## config.mk

```make
export PLATFORM = sky130hd
export DESIGN_NAME = ahb_dual_master_arbiter
export DESIGN_NICKNAME = d
export VERILOG_FILES = /design/src/rtl/ahbarb_pkg.sv /design/src/rtl/ahb_master_input_stage.sv /design/src/rtl/ahb_dual_master_arbiter.sv
export SDC_FILE = /design/constraint.sdc
export NUM_CORES = 1
export LEC_CHECK = 0
export ABC_CLOCK_PERIOD_IN_PS = 3800
export CAP_MARGIN = 20
export CORE_AREA = 2 2 213 215
export CTS_CLUSTER_SIZE = 25
export DETAILED_ROUTE_END_ITERATION = 10
export DIE_AREA = 0 0 215 217
export HOLD_SLACK_MARGIN = 0.15
export PLACE_DENSITY = 0.47
export SYNTH_ARGS = -nofsm -noshare
export SYNTH_HDL_FRONTEND = slang
export SYNTH_SLANG_ARGS = --single-unit
```

## constraint.sdc

```tcl
create_clock -name HCLK -period 3.8 [get_ports HCLK]
set_clock_uncertainty 0.2 [all_clocks]
set_input_delay 0.76 -clock HCLK [delete_from_list [all_inputs] [get_ports HCLK]]
set_output_delay 0.76 -clock HCLK [all_outputs]
set_load 0.03 [all_outputs]
```

## src/rtl/ahbarb_pkg.sv

```systemverilog
// Shared types, HTRANS encodings and burst-length helper for the dual-master AHB arbiter.
package ahbarb_pkg;

    typedef enum logic [1:0] {
        IDLE = 2'd0,
        OWN0 = 2'd1,
        OWN1 = 2'd2
    } arb_state_t;

    localparam logic [1:0] HTRANS_IDLE   = 2'b00;
    localparam logic [1:0] HTRANS_BUSY   = 2'b01;
    localparam logic [1:0] HTRANS_NONSEQ = 2'b10;
    localparam logic [1:0] HTRANS_SEQ    = 2'b11;

    // Data-phase owner encoding
    localparam logic [1:0] DOWN_NONE = 2'b00;
    localparam logic [1:0] DOWN_M0   = 2'b01;
    localparam logic [1:0] DOWN_M1   = 2'b10;

    // Beats remaining after the first (NONSEQ) beat of a fixed-length burst.
    // Undefined-length INCR is not tracked: it never forces grant retention.
    function automatic logic [3:0] burst_beats(input logic [2:0] hburst);
        case (hburst)
            3'b010, 3'b011: burst_beats = 4'd3;   // WRAP4 / INCR4
            3'b100, 3'b101: burst_beats = 4'd7;   // WRAP8 / INCR8
            3'b110, 3'b111: burst_beats = 4'd15;  // WRAP16 / INCR16
            default:        burst_beats = 4'd0;   // SINGLE / INCR
        endcase
    endfunction

endpackage

```

## src/rtl/ahb_master_input_stage.sv

```systemverilog
// Per-master address-phase hold register. A request that cannot be issued this
// cycle (not granted, or slave stalling) is captured and replayed from the copy.
module ahb_master_input_stage
    import ahbarb_pkg::*;
#(
    parameter int PA_BITS = 32
) (
    input  logic               clk_i,
    input  logic               reset_i,
    input  logic [PA_BITS-1:0] haddr_i,
    input  logic [1:0]         htrans_i,
    input  logic               hwrite_i,
    input  logic [2:0]         hsize_i,
    input  logic [2:0]         hburst_i,
    input  logic [3:0]         hprot_i,
    input  logic               hmastlock_i,
    input  logic               grant_i,
    input  logic               hready_i,
    output logic [PA_BITS-1:0] haddr_o,
    output logic [1:0]         htrans_o,
    output logic               hwrite_o,
    output logic [2:0]         hsize_o,
    output logic [2:0]         hburst_o,
    output logic [3:0]         hprot_o,
    output logic               hmastlock_o,
    output logic               req_o
);

    localparam int AW = PA_BITS + 14;

    logic [AW-1:0] live, eff, held_q, held_d;
    logic          held_valid_q, held_valid_d;
    logic          accepted;

    assign live     = {haddr_i, htrans_i, hwrite_i, hsize_i, hburst_i, hprot_i, hmastlock_i};
    assign eff      = held_valid_q ? held_q : live;
    assign {haddr_o, htrans_o, hwrite_o, hsize_o, hburst_o, hprot_o, hmastlock_o} = eff;
    assign req_o    = htrans_o[1];
    assign accepted = grant_i && hready_i;

    // Capture a stalled request; release once the held copy is accepted
    always_comb begin
        held_valid_d = held_valid_q;
        held_d       = held_q;
        if (held_valid_q) begin
            if (accepted) held_valid_d = 1'b0;
        end else if (htrans_i[1] && !accepted) begin
            held_valid_d = 1'b1;
            held_d       = live;
        end
    end

    // Hold register; a capture in flight at reset is dropped
    always_ff @(posedge clk_i) begin
        if (reset_i) begin
            held_valid_q <= 1'b0;
            held_q       <= '0;
        end else begin
            held_valid_q <= held_valid_d;
            held_q       <= held_d;
        end
    end

endmodule

```

## src/rtl/ahb_dual_master_arbiter.sv

```systemverilog
// Two-master to one-slave AHB-Lite arbiter with burst/lock grant retention.
// Optional: AHBARB_ROUND_ROBIN_EN switches contention from fixed priority
// (M1 over M0) to alternating priority based on the most recent owner.
module ahb_dual_master_arbiter
    import ahbarb_pkg::*;
#(
    parameter int PA_BITS = 32,
    parameter int AHBW    = 64
) (
    input  logic                HCLK,
    input  logic                reset,
    input  logic [PA_BITS-1:0]  M0_HADDR,
    input  logic [1:0]          M0_HTRANS,
    input  logic                M0_HWRITE,
    input  logic [2:0]          M0_HSIZE,
    input  logic [2:0]          M0_HBURST,
    input  logic [3:0]          M0_HPROT,
    input  logic                M0_HMASTLOCK,
    input  logic [AHBW-1:0]     M0_HWDATA,
    input  logic [AHBW/8-1:0]   M0_HWSTRB,
    output logic                M0_HREADY,
    output logic                M0_HRESP,
    output logic [AHBW-1:0]     M0_HRDATA,
    input  logic [PA_BITS-1:0]  M1_HADDR,
    input  logic [1:0]          M1_HTRANS,
    input  logic                M1_HWRITE,
    input  logic [2:0]          M1_HSIZE,
    input  logic [2:0]          M1_HBURST,
    input  logic [3:0]          M1_HPROT,
    input  logic                M1_HMASTLOCK,
    input  logic [AHBW-1:0]     M1_HWDATA,
    input  logic [AHBW/8-1:0]   M1_HWSTRB,
    output logic                M1_HREADY,
    output logic                M1_HRESP,
    output logic [AHBW-1:0]     M1_HRDATA,
    output logic [PA_BITS-1:0]  HADDR,
    output logic [1:0]          HTRANS,
    output logic                HWRITE,
    output logic [2:0]          HSIZE,
    output logic [2:0]          HBURST,
    output logic [3:0]          HPROT,
    output logic                HMASTLOCK,
    output logic [AHBW-1:0]     HWDATA,
    output logic [AHBW/8-1:0]   HWSTRB,
    input  logic                HREADY,
    input  logic                HRESP,
    input  logic [AHBW-1:0]     HRDATA
);

    // Effective (held or live) address phase per master
    logic [PA_BITS-1:0] e0_addr, e1_addr;
    logic [1:0]         e0_trans, e1_trans;
    logic               e0_write, e1_write;
    logic [2:0]         e0_size, e1_size, e0_burst, e1_burst;
    logic [3:0]         e0_prot, e1_prot;
    logic               e0_lock, e1_lock, e0_req, e1_req;

    arb_state_t state_q, state_d;
    logic [3:0] beats_q, beats_d;
    logic [1:0] down_q, down_d;
    logic       owner_hold, pick1;
    logic [1:0] sel_trans;

    ahb_master_input_stage #(.PA_BITS(PA_BITS)) u_stage0 (
        .clk_i(HCLK), .reset_i(reset),
        .haddr_i(M0_HADDR), .htrans_i(M0_HTRANS), .hwrite_i(M0_HWRITE), .hsize_i(M0_HSIZE),
        .hburst_i(M0_HBURST), .hprot_i(M0_HPROT), .hmastlock_i(M0_HMASTLOCK),
        .grant_i(state_d == OWN0), .hready_i(HREADY),
        .haddr_o(e0_addr), .htrans_o(e0_trans), .hwrite_o(e0_write), .hsize_o(e0_size),
        .hburst_o(e0_burst), .hprot_o(e0_prot), .hmastlock_o(e0_lock), .req_o(e0_req)
    );

    ahb_master_input_stage #(.PA_BITS(PA_BITS)) u_stage1 (
        .clk_i(HCLK), .reset_i(reset),
        .haddr_i(M1_HADDR), .htrans_i(M1_HTRANS), .hwrite_i(M1_HWRITE), .hsize_i(M1_HSIZE),
        .hburst_i(M1_HBURST), .hprot_i(M1_HPROT), .hmastlock_i(M1_HMASTLOCK),
        .grant_i(state_d == OWN1), .hready_i(HREADY),
        .haddr_o(e1_addr), .htrans_o(e1_trans), .hwrite_o(e1_write), .hsize_o(e1_size),
        .hburst_o(e1_burst), .hprot_o(e1_prot), .hmastlock_o(e1_lock), .req_o(e1_req)
    );

`ifdef AHBARB_ROUND_ROBIN_EN
    logic last_q, last_d;

    assign pick1 = ~last_q;

    // Remember who drove the address bus most recently
    always_comb begin
        last_d = last_q;
        if (HREADY && state_d != IDLE) last_d = (state_d == OWN1);
    end

    // LastOwner register; starts as M1 so M0 wins the first contention
    always_ff @(posedge HCLK) begin
        if (reset) last_q <= 1'b1;
        else       last_q <= last_d;
    end
`else
    assign pick1 = 1'b1;
`endif

    // Grant: state_d is the owner driving the address bus this cycle. It only
    // moves on HREADY=1 so the address phase stays stable across wait states.
    // An owner that cancels its burst with IDLE releases the bus immediately.
    always_comb begin
        state_d    = state_q;
        owner_hold = 1'b0;
        if (state_q == OWN0)
            owner_hold = ((beats_q != 4'd0) && (e0_trans != HTRANS_IDLE)) || e0_lock;
        else if (state_q == OWN1)
            owner_hold = ((beats_q != 4'd0) && (e1_trans != HTRANS_IDLE)) || e1_lock;
        if (reset) begin
            state_d = IDLE;
        end else if (HREADY && !owner_hold) begin
            if (e0_req && e1_req) state_d = pick1 ? OWN1 : OWN0;
            else if (e1_req)      state_d = OWN1;
            else if (e0_req)      state_d = OWN0;
            else                  state_d = IDLE;
        end
    end

    // Grant state register
    always_ff @(posedge HCLK) begin
        if (reset) state_q <= IDLE;
        else       state_q <= state_d;
    end

    // Slave-side address mux; a new owner always opens with NONSEQ
    always_comb begin
        HADDR     = e0_addr;
        sel_trans = e0_trans;
        HWRITE    = e0_write;
        HSIZE     = e0_size;
        HBURST    = e0_burst;
        HPROT     = e0_prot;
        HMASTLOCK = e0_lock;
        if (state_d == OWN1) begin
            HADDR     = e1_addr;
            sel_trans = e1_trans;
            HWRITE    = e1_write;
            HSIZE     = e1_size;
            HBURST    = e1_burst;
            HPROT     = e1_prot;
            HMASTLOCK = e1_lock;
        end
        HTRANS = sel_trans;
        if (state_d == IDLE)
            HTRANS = HTRANS_IDLE;
        else if (state_d != state_q)
            HTRANS = sel_trans[1] ? HTRANS_NONSEQ : HTRANS_IDLE;
    end

    // Burst beat counter and data-phase owner, both advance on accepted address phases
    always_comb begin
        beats_d = beats_q;
        down_d  = down_q;
        if (HREADY) begin
            case (HTRANS)
                HTRANS_NONSEQ: beats_d = burst_beats(HBURST);
                HTRANS_SEQ:    beats_d = (beats_q == 4'd0) ? 4'd0 : beats_q - 4'd1;
                HTRANS_BUSY:   beats_d = beats_q;
                default:       beats_d = 4'd0;
            endcase
            down_d = DOWN_NONE;
            if (HTRANS[1]) down_d = (state_d == OWN1) ? DOWN_M1 : DOWN_M0;
        end
    end

    // Burst and data-phase registers
    always_ff @(posedge HCLK) begin
        if (reset) begin
            beats_q <= 4'd0;
            down_q  <= DOWN_NONE;
        end else begin
            beats_q <= beats_d;
            down_q  <= down_d;
        end
    end

    // Data-phase routing: write data from, and response to, the data owner only.
    // A requesting master stalls until its own address phase is accepted.
    always_comb begin
        HWDATA    = '0;
        HWSTRB    = '0;
        M0_HRDATA = '0;
        M1_HRDATA = '0;
        M0_HRESP  = 1'b0;
        M1_HRESP  = 1'b0;
        M0_HREADY = 1'b1;
        M1_HREADY = 1'b1;
        if (down_q == DOWN_M0) begin
            HWDATA = M0_HWDATA;
            HWSTRB = M0_HWSTRB;
        end else if (down_q == DOWN_M1) begin
            HWDATA = M1_HWDATA;
            HWSTRB = M1_HWSTRB;
        end
        if (!reset) begin
            if (down_q == DOWN_M0) begin
                M0_HRDATA = HRDATA;
                M0_HRESP  = HRESP;
                M0_HREADY = HREADY;
            end
            if (down_q == DOWN_M1) begin
                M1_HRDATA = HRDATA;
                M1_HRESP  = HRESP;
                M1_HREADY = HREADY;
            end
            if (e0_req) M0_HREADY = (state_d == OWN0) && HREADY;
            if (e1_req) M1_HREADY = (state_d == OWN1) && HREADY;
        end
    end

endmodule

```

==> impl_metrics.toml, run 1 <==
[setup_path]
cp.required_ps = 2840
crit_path_start_kind = "primary input"
worstSetupEndpointType = "primary output"
crit_type = "primary input to primary output"
crit_slowest_cell = "o31a_1"
max_stage_delay_ps = 280
crit_family = "buffers and inverters"
crit_top_cell = "buf_4"
crit_buf_inv = 5
worstPathMaxFanout = 10
crit_arrival_ps = 2750
cp_cell_sequence = "dlygate4sd2_1 > nor3_1 > o31a_1 > o21a_4 > mux2i_4 > nor2_4 > buf_12 > buf_4 > buf_16 > a211oi_2 > a21oi_1 > buf_4"

[flow_run]
maxCapViolations = 0

[synth]
muxShareOfSynthArea_pct = 14.58
yosysMostFrequentCell = "nor2_1"
synth_nets = 1276
synth-compound-area-share_pct = 23.99
synthSimpleGateAreaFrac_pct = 27.03
ys_ff_latch = 102
synthArstFlopShare_pct = 0
yosys-top-cells-count = "nor2_1, dfxtp_1, a21oi_1"
avgSynthCellArea_um2 = 7.458
synth_adder_area_share_pct = 0
synth_xor_area_share_pct = 0
yosys_warnings = 0
synth_top_family_by_area = "simple AND/OR/NAND/NOR gates"
synth_top_area_share_pct = 28.17
synth_cell_types = 49
synthTopCellsByArea = "dfxtp_1, mux2i_1, nor2_1"
ys_seq_area_share_pct = 28.17
syn_area_um2 = 7249
synth_top_flop_cell = "dfxtp_1"
netlist_instances = 972
yosysTopAreaCell = "dfxtp_1"
synth_edf_count = 0

[power_and_ir_drop]
power.density_nw_per_um2 = 274.3
internal_power_mw = 2.491
clkPwrFrac_pct = 25.4
ir_worst_vdd_mv = 0.2334
power_frac_seq_pct = 31.1
p_comb_share_pct = 43.5
sw_frac_of_total_pct = 35.67
finalPower_mw = 3.872
switchingPower_mw = 1.381
leakagePower_nw = 5.152

[sta]
fin_crit_ps = 3712
slew_viol_final = 0
setup_violations = 0
worst_pin_slew_ps = 735.6
hold_ws_ps = 255.1
maxSlewHeadroom_pct = 50.96
finalHoldViolCount = 0
period_share_pct = 97.70
fmax_mhz = 269.4
fin_ws_ps = 87.54
fin_setup_tns_ps = 0

[placement]
hpwl_um = 33980
port_buffers = 553
dp.cells = 2080
dpl_cell_area_um2 = 13490
gp_congestion = 0.9290
dp_slack_ps = -375.3

[layout]
multi_input_area_um2 = 4918
syn2layout_area_growth_pct = 94.72
nets = 1811
nFillCells = 4851
final_area_um2 = 14120
seq_area_um2 = 2054
final_cells = 2117
final_util_pct = 31.58
final_layout_size_suffix_gt1_share_pct = 12.24

[die]
dieArea_um2 = 46660
io_pins = 554
die_h_um = 217
core_um2 = 44700
die_x_um = 215
num_rows = 78
initial_core_util_pct = 16.22

[global_route]
overflow = 0
grt_pass1_wl_um = 58720
grt_max_degree = 73
antenna_found_initial = 24
grt_pass1_vias = 8561
grt_usage_pct = 16.95

[route]
drt-total-wl_um = 42160
drc = 0
antenna_left = 0
firstDrtPassIters = 5
via_count = 9152
wl_per_cell_um = 19.91
first_iter_violations = 489
routed_via_density = 4.323

[clocking]
cts_tree = "done"
cts-root-buf = "clkbuf_16"
h-tree-depth = 3
clock_path_buffers = 2
numCtsBuffers = 9
cts_sinks = 102
clkTransAtPathRegs_ps = 70
clkLatencyLatePin_ps = 360

[worst_hold_path]
hp-class = "flop to flop"

[outcome]
status = "completed"
-- cells in the final DEF, fill, tap and decap left out, types with 3 or more instances in the layout --
cell type	n
mux2i_4	3
a22o_1	72
a22oi_1	3
nor2b_1	43
dfxtp_2	4
a211oi_4	3
clkbuf_2	3
a211oi_2	9
o21ai_0	6
inv_1	3
buf_12	12
nand2b_1	67
nand2_1	96
inv_6	3
diode_2	5
buf_4	99
nor3_1	8
a21oi_1	94
dfxtp_1	96
clkbuf_16	9
mux2i_1	93
a211oi_1	37
clkdlybuf4s50_1	492
dlygate4sd2_1	4
mux2_2	5
nor2_1	195
-- timing repair --
action                     in CTS  in global routing
hold buffers                    0                  0
gates resized for setup        13                 32
setup endpoints to repair      48                 35
setup buffers                   9                  4
pin swaps                       4                  6
gates cloned                    3                  0
-- power groups by stage --
stage | Combinational [mW] | Sequential [mW] | Clock (mW)
final | 1.68 | 1.21 | 0.982
after global placement | 1.60 | 1.23 | 0
after floorplan | 0.838 | 1.21 | 0
after CTS | 1.66 | 1.20 | 1.03
after global routing | 1.80 | 1.22 | 1.07
after detailed placement | 1.61 | 1.23 | 0
-- layer usage --
layer / GRT usage, % / vias to the layer above / part of all wire (%)
met4: 3.862 / 30 / 2.2
met3: 7.827 / 62 / 11
li1: - / 4445 / -
met1: 22.06 / 4228 / 44
met2: 25.43 / 387 / 42
met5: 0 / - / 0.46
-- state kept, by name (all words and copies together) (netlist names) --
signal and flops:
u_stage0.held_q 46, u_stage1.held_q 46, beats_q 4, down_q 2, state_q 2, u_stage0.held_valid_q 1
u_stage1.held_valid_q 1
-- layout make-up --
cell class                 instances  share of cell area (%)
antenna                            5                 0.08864
clock inverter                     5                  0.4520
clock buffer                      11                   1.649
timing repair buffer             615                   42.99
tap                              600                   5.318
inverter                           4                  0.1064
multi-input combinational        775                   34.84
sequential                       102                   14.55
-- path summary, 6_finish.rpt --
check | startpoint | end | slack, ps | cells after the start
worst max-delay path | M0_HTRANS[1] | HADDR[8] | 90 | 12
worst max register to register | beats_q[1]$_SDFFE_PP0P_ | u_stage1.held_q[24]$_SDFFE_PP0P_ | 610 | 13
worst min-delay path | u_stage1.held_q[41]$_SDFFE_PP0P_ | u_stage1.held_q[41]$_SDFFE_PP0P_ | 260 | 2
worst min register to register | u_stage1.held_q[41]$_SDFFE_PP0P_ | u_stage1.held_q[41]$_SDFFE_PP0P_ | 260 | 2
-- tightest hold or removal path, cell delays in order, from the launching register on --
cell and delay, ps:
dfxtp_1 310, nand2_1 50, a21oi_1 50
-- logic make-up after synthesis --
logic type,count (synthesis)
flops,102
buf+inv,95
simple gates,428
compound gates,245
mux,102
Power figures use the tool's default switching activity.
==> run 2, diff against run 1 <==
--- a/constraint.sdc
+++ b/constraint.sdc
@@ -3,3 +3,3 @@
 set_input_delay 0.76 -clock HCLK [delete_from_list [all_inputs] [get_ports HCLK]]
 set_output_delay 0.76 -clock HCLK [all_outputs]
-set_load 0.03 [all_outputs]
+set_load 0.005 [all_outputs]
==> run 2 against run 1 <==
Net effect:
- global-route usage grew 0.26 points
- maximum frequency shrank 0.38%
- worst hold slack is essentially flat
- setup slack lost 14 ps
- flip-flop and latch count is the same
- final area grew 2.4%
- non-clock buffer count grew 14
- first-iteration DRC count shrank 9.8%
- total power shrank 6.2%
==> impl_metrics.toml, run 2 (same netlist as run 1, synthesis figures left out) <==
[outcome]
status = "completed"

[sta]
setup_violations = 0
fin_crit_ps = 3727
slew_viol_final = 0
worst_pin_slew_ps = 622.0
maxSlewHeadroom_pct = 58.44
period_share_pct = 98.07
finalHoldViolCount = 0
hold_ws_ps = 255.2
fmax_mhz = 268.3
rsz0062_at_grt = "true"

[clocking]
hold_buffers = 0
h-tree-depth = 3
clkLatencyLatePin_ps = 370
cts-root-buf = "clkbuf_16"
clkTransAtPathRegs_ps = 70
clock_path_buffers = 2
numCtsBuffers = 9
cts_tree = "done"
cts_sinks = 102

[global_route]
grt.met3_usage_pct = 7.002
grt_util_met2_pct = 27.14
grt_pass1_vias = 8671
overflow = 0
antenna_found_initial = 24
grt_usage_pct = 17.21
use_met1_pct = 22.45
grt_pass1_wl_um = 59810
grt_busiest_layer = "met2"
grt_max_degree = 66

[power_and_ir_drop]
finalPower_mw = 3.633
power.density_nw_per_um2 = 251.2
leakagePower_nw = 5.268
ir_worst_vdd_mv = 0.2121

[setup_path]
worstSetupEndpointType = "primary output"
rr_worst_depth = 14
crit_arrival_ps = 2770
worstPathMaxFanout = 10
cp.required_ps = 2840
crit_path_start_kind = "primary input"
crit_type = "primary input to primary output"

[die]
core_um2 = 44700
num_rows = 78
dieArea_um2 = 46660
die_h_um = 217
die_x_um = 215
initial_core_util_pct = 16.22
io_pins = 554

[layout]
final_cell_mix = "clkdlybuf4s50_1, nor2_1, nand2_1, dfxtp_1, mux2i_1"
final_layout_size_suffix_gt1_share_pct = 13.37
nets = 1825
syn2layout_area_growth_pct = 99.46
nFillCells = 4799
largest_registers = "u_stage0.held_q: 46 flops, u_stage1.held_q: 46 flops, beats_q: 4 flops"
final_common_cell = "clkdlybuf4s50_1"

[route]
antenna_left = 0
first_iter_violations = 441
drt-total-wl_um = 42680
drc = 0
firstDrtPassIters = 4
via_count = 9217
wl_per_cell_um = 20.06
routed_via_density = 4.331

[placement]
gp_congestion = 0.9249
hpwl_um = 34720
port_buffers = 553

[flow_run]
maxCapViolations = 0

[worst_hold_path]
hp-class = "flop to flop"
min_path_cells = 2
-- run 2: cell types whose count changed in the layout (fill, tap and decap cells not counted), sizes merged, moves of 5 or more --
cell / delta
buf: -34
clkbuf: +13
clkdlybuf4s50: +5
dlygate4sd2: +7
clkdlybuf4s15: +18
-- run 2: path summary, 6_finish.rpt --
path,startpoint,endpoint,slack (ps)
worst max-delay path,M1_HTRANS[1],HADDR[11],70
worst min-delay path,u_stage1.held_q[41]$_SDFFE_PP0P_,u_stage1.held_q[41]$_SDFFE_PP0P_,260
worst max register to register,beats_q[3]$_SDFFE_PP0P_,u_stage1.held_q[40]$_SDFFE_PP0P_,600
worst min register to register,u_stage1.held_q[41]$_SDFFE_PP0P_,u_stage1.held_q[41]$_SDFFE_PP0P_,260
-- run 2: layer usage --
layer / up-vias / part of all wire, %
met5: - / 0.47
met4: 34 / 1.2
met3: 58 / 9.4
met2: 356 / 44
met1: 4286 / 45
li1: 4483 / -
-- run 2: power by group --
part | internal, mW | switching, mW | leakage, nW | total [mW]
clock network | 0.489 | 0.462 | 0.149 | 0.951
registers | 1.15 | 0.0676 | 0.841 | 1.22
logic | 0.824 | 0.643 | 4.28 | 1.47
total | 2.46 | 1.17 | 5.27 | 3.63
-- run 2: through the flow --
stage	util, %	cells	TNS, ps	setup WS [ps]	area, um2
floorplan	-	972	0	502.4	7249
global placement	30.72	2095	-24270	-650.4	13730
detailed placement	30.72	2095	-24310	-666.6	13730
CTS	31.91	2124	-1.132	-1.132	14260
global route	32.34	2126	-195.1	-40.90	14460
finish	32.35	2128	0	73.30	14460
-- run 2: area by class of cell --
type,count,area (um2),share of cell area (%)
clock buffers,10,250.2,1.731
well taps,600,750.7,5.192
multi-input cells,775,5097,35.25
clock inverters,6,41.29,0.2855
diodes,2,5.005,0.03461
inverters,4,15.01,0.1038
flip-flops and latches,102,2054,14.21
repair buffers,629,6246,43.19
-- run 2: worst max-delay path, cell delays in order --
cell             delay [ps]
clkdlybuf4s15_2         240
nor3_4                  180
o31ai_4                  90
a21boi_4                210
mux2i_4                 300
nor2_4                   50
buf_12                  150
bufbuf_16               290
a211oi_4                160
a21oi_2                  50
dlygate4sd2_1           260
-- run 2: what timing repair did --
| action | 4_1_cts | 5_1_grt |
|---|---|---|
| pin swaps | 6 | 30 |
| setup endpoints to repair | 48 | 41 |
| setup buffers | 9 | 3 |
| resized for setup | 104 | 95 |
| cloned | 4 | 0 |
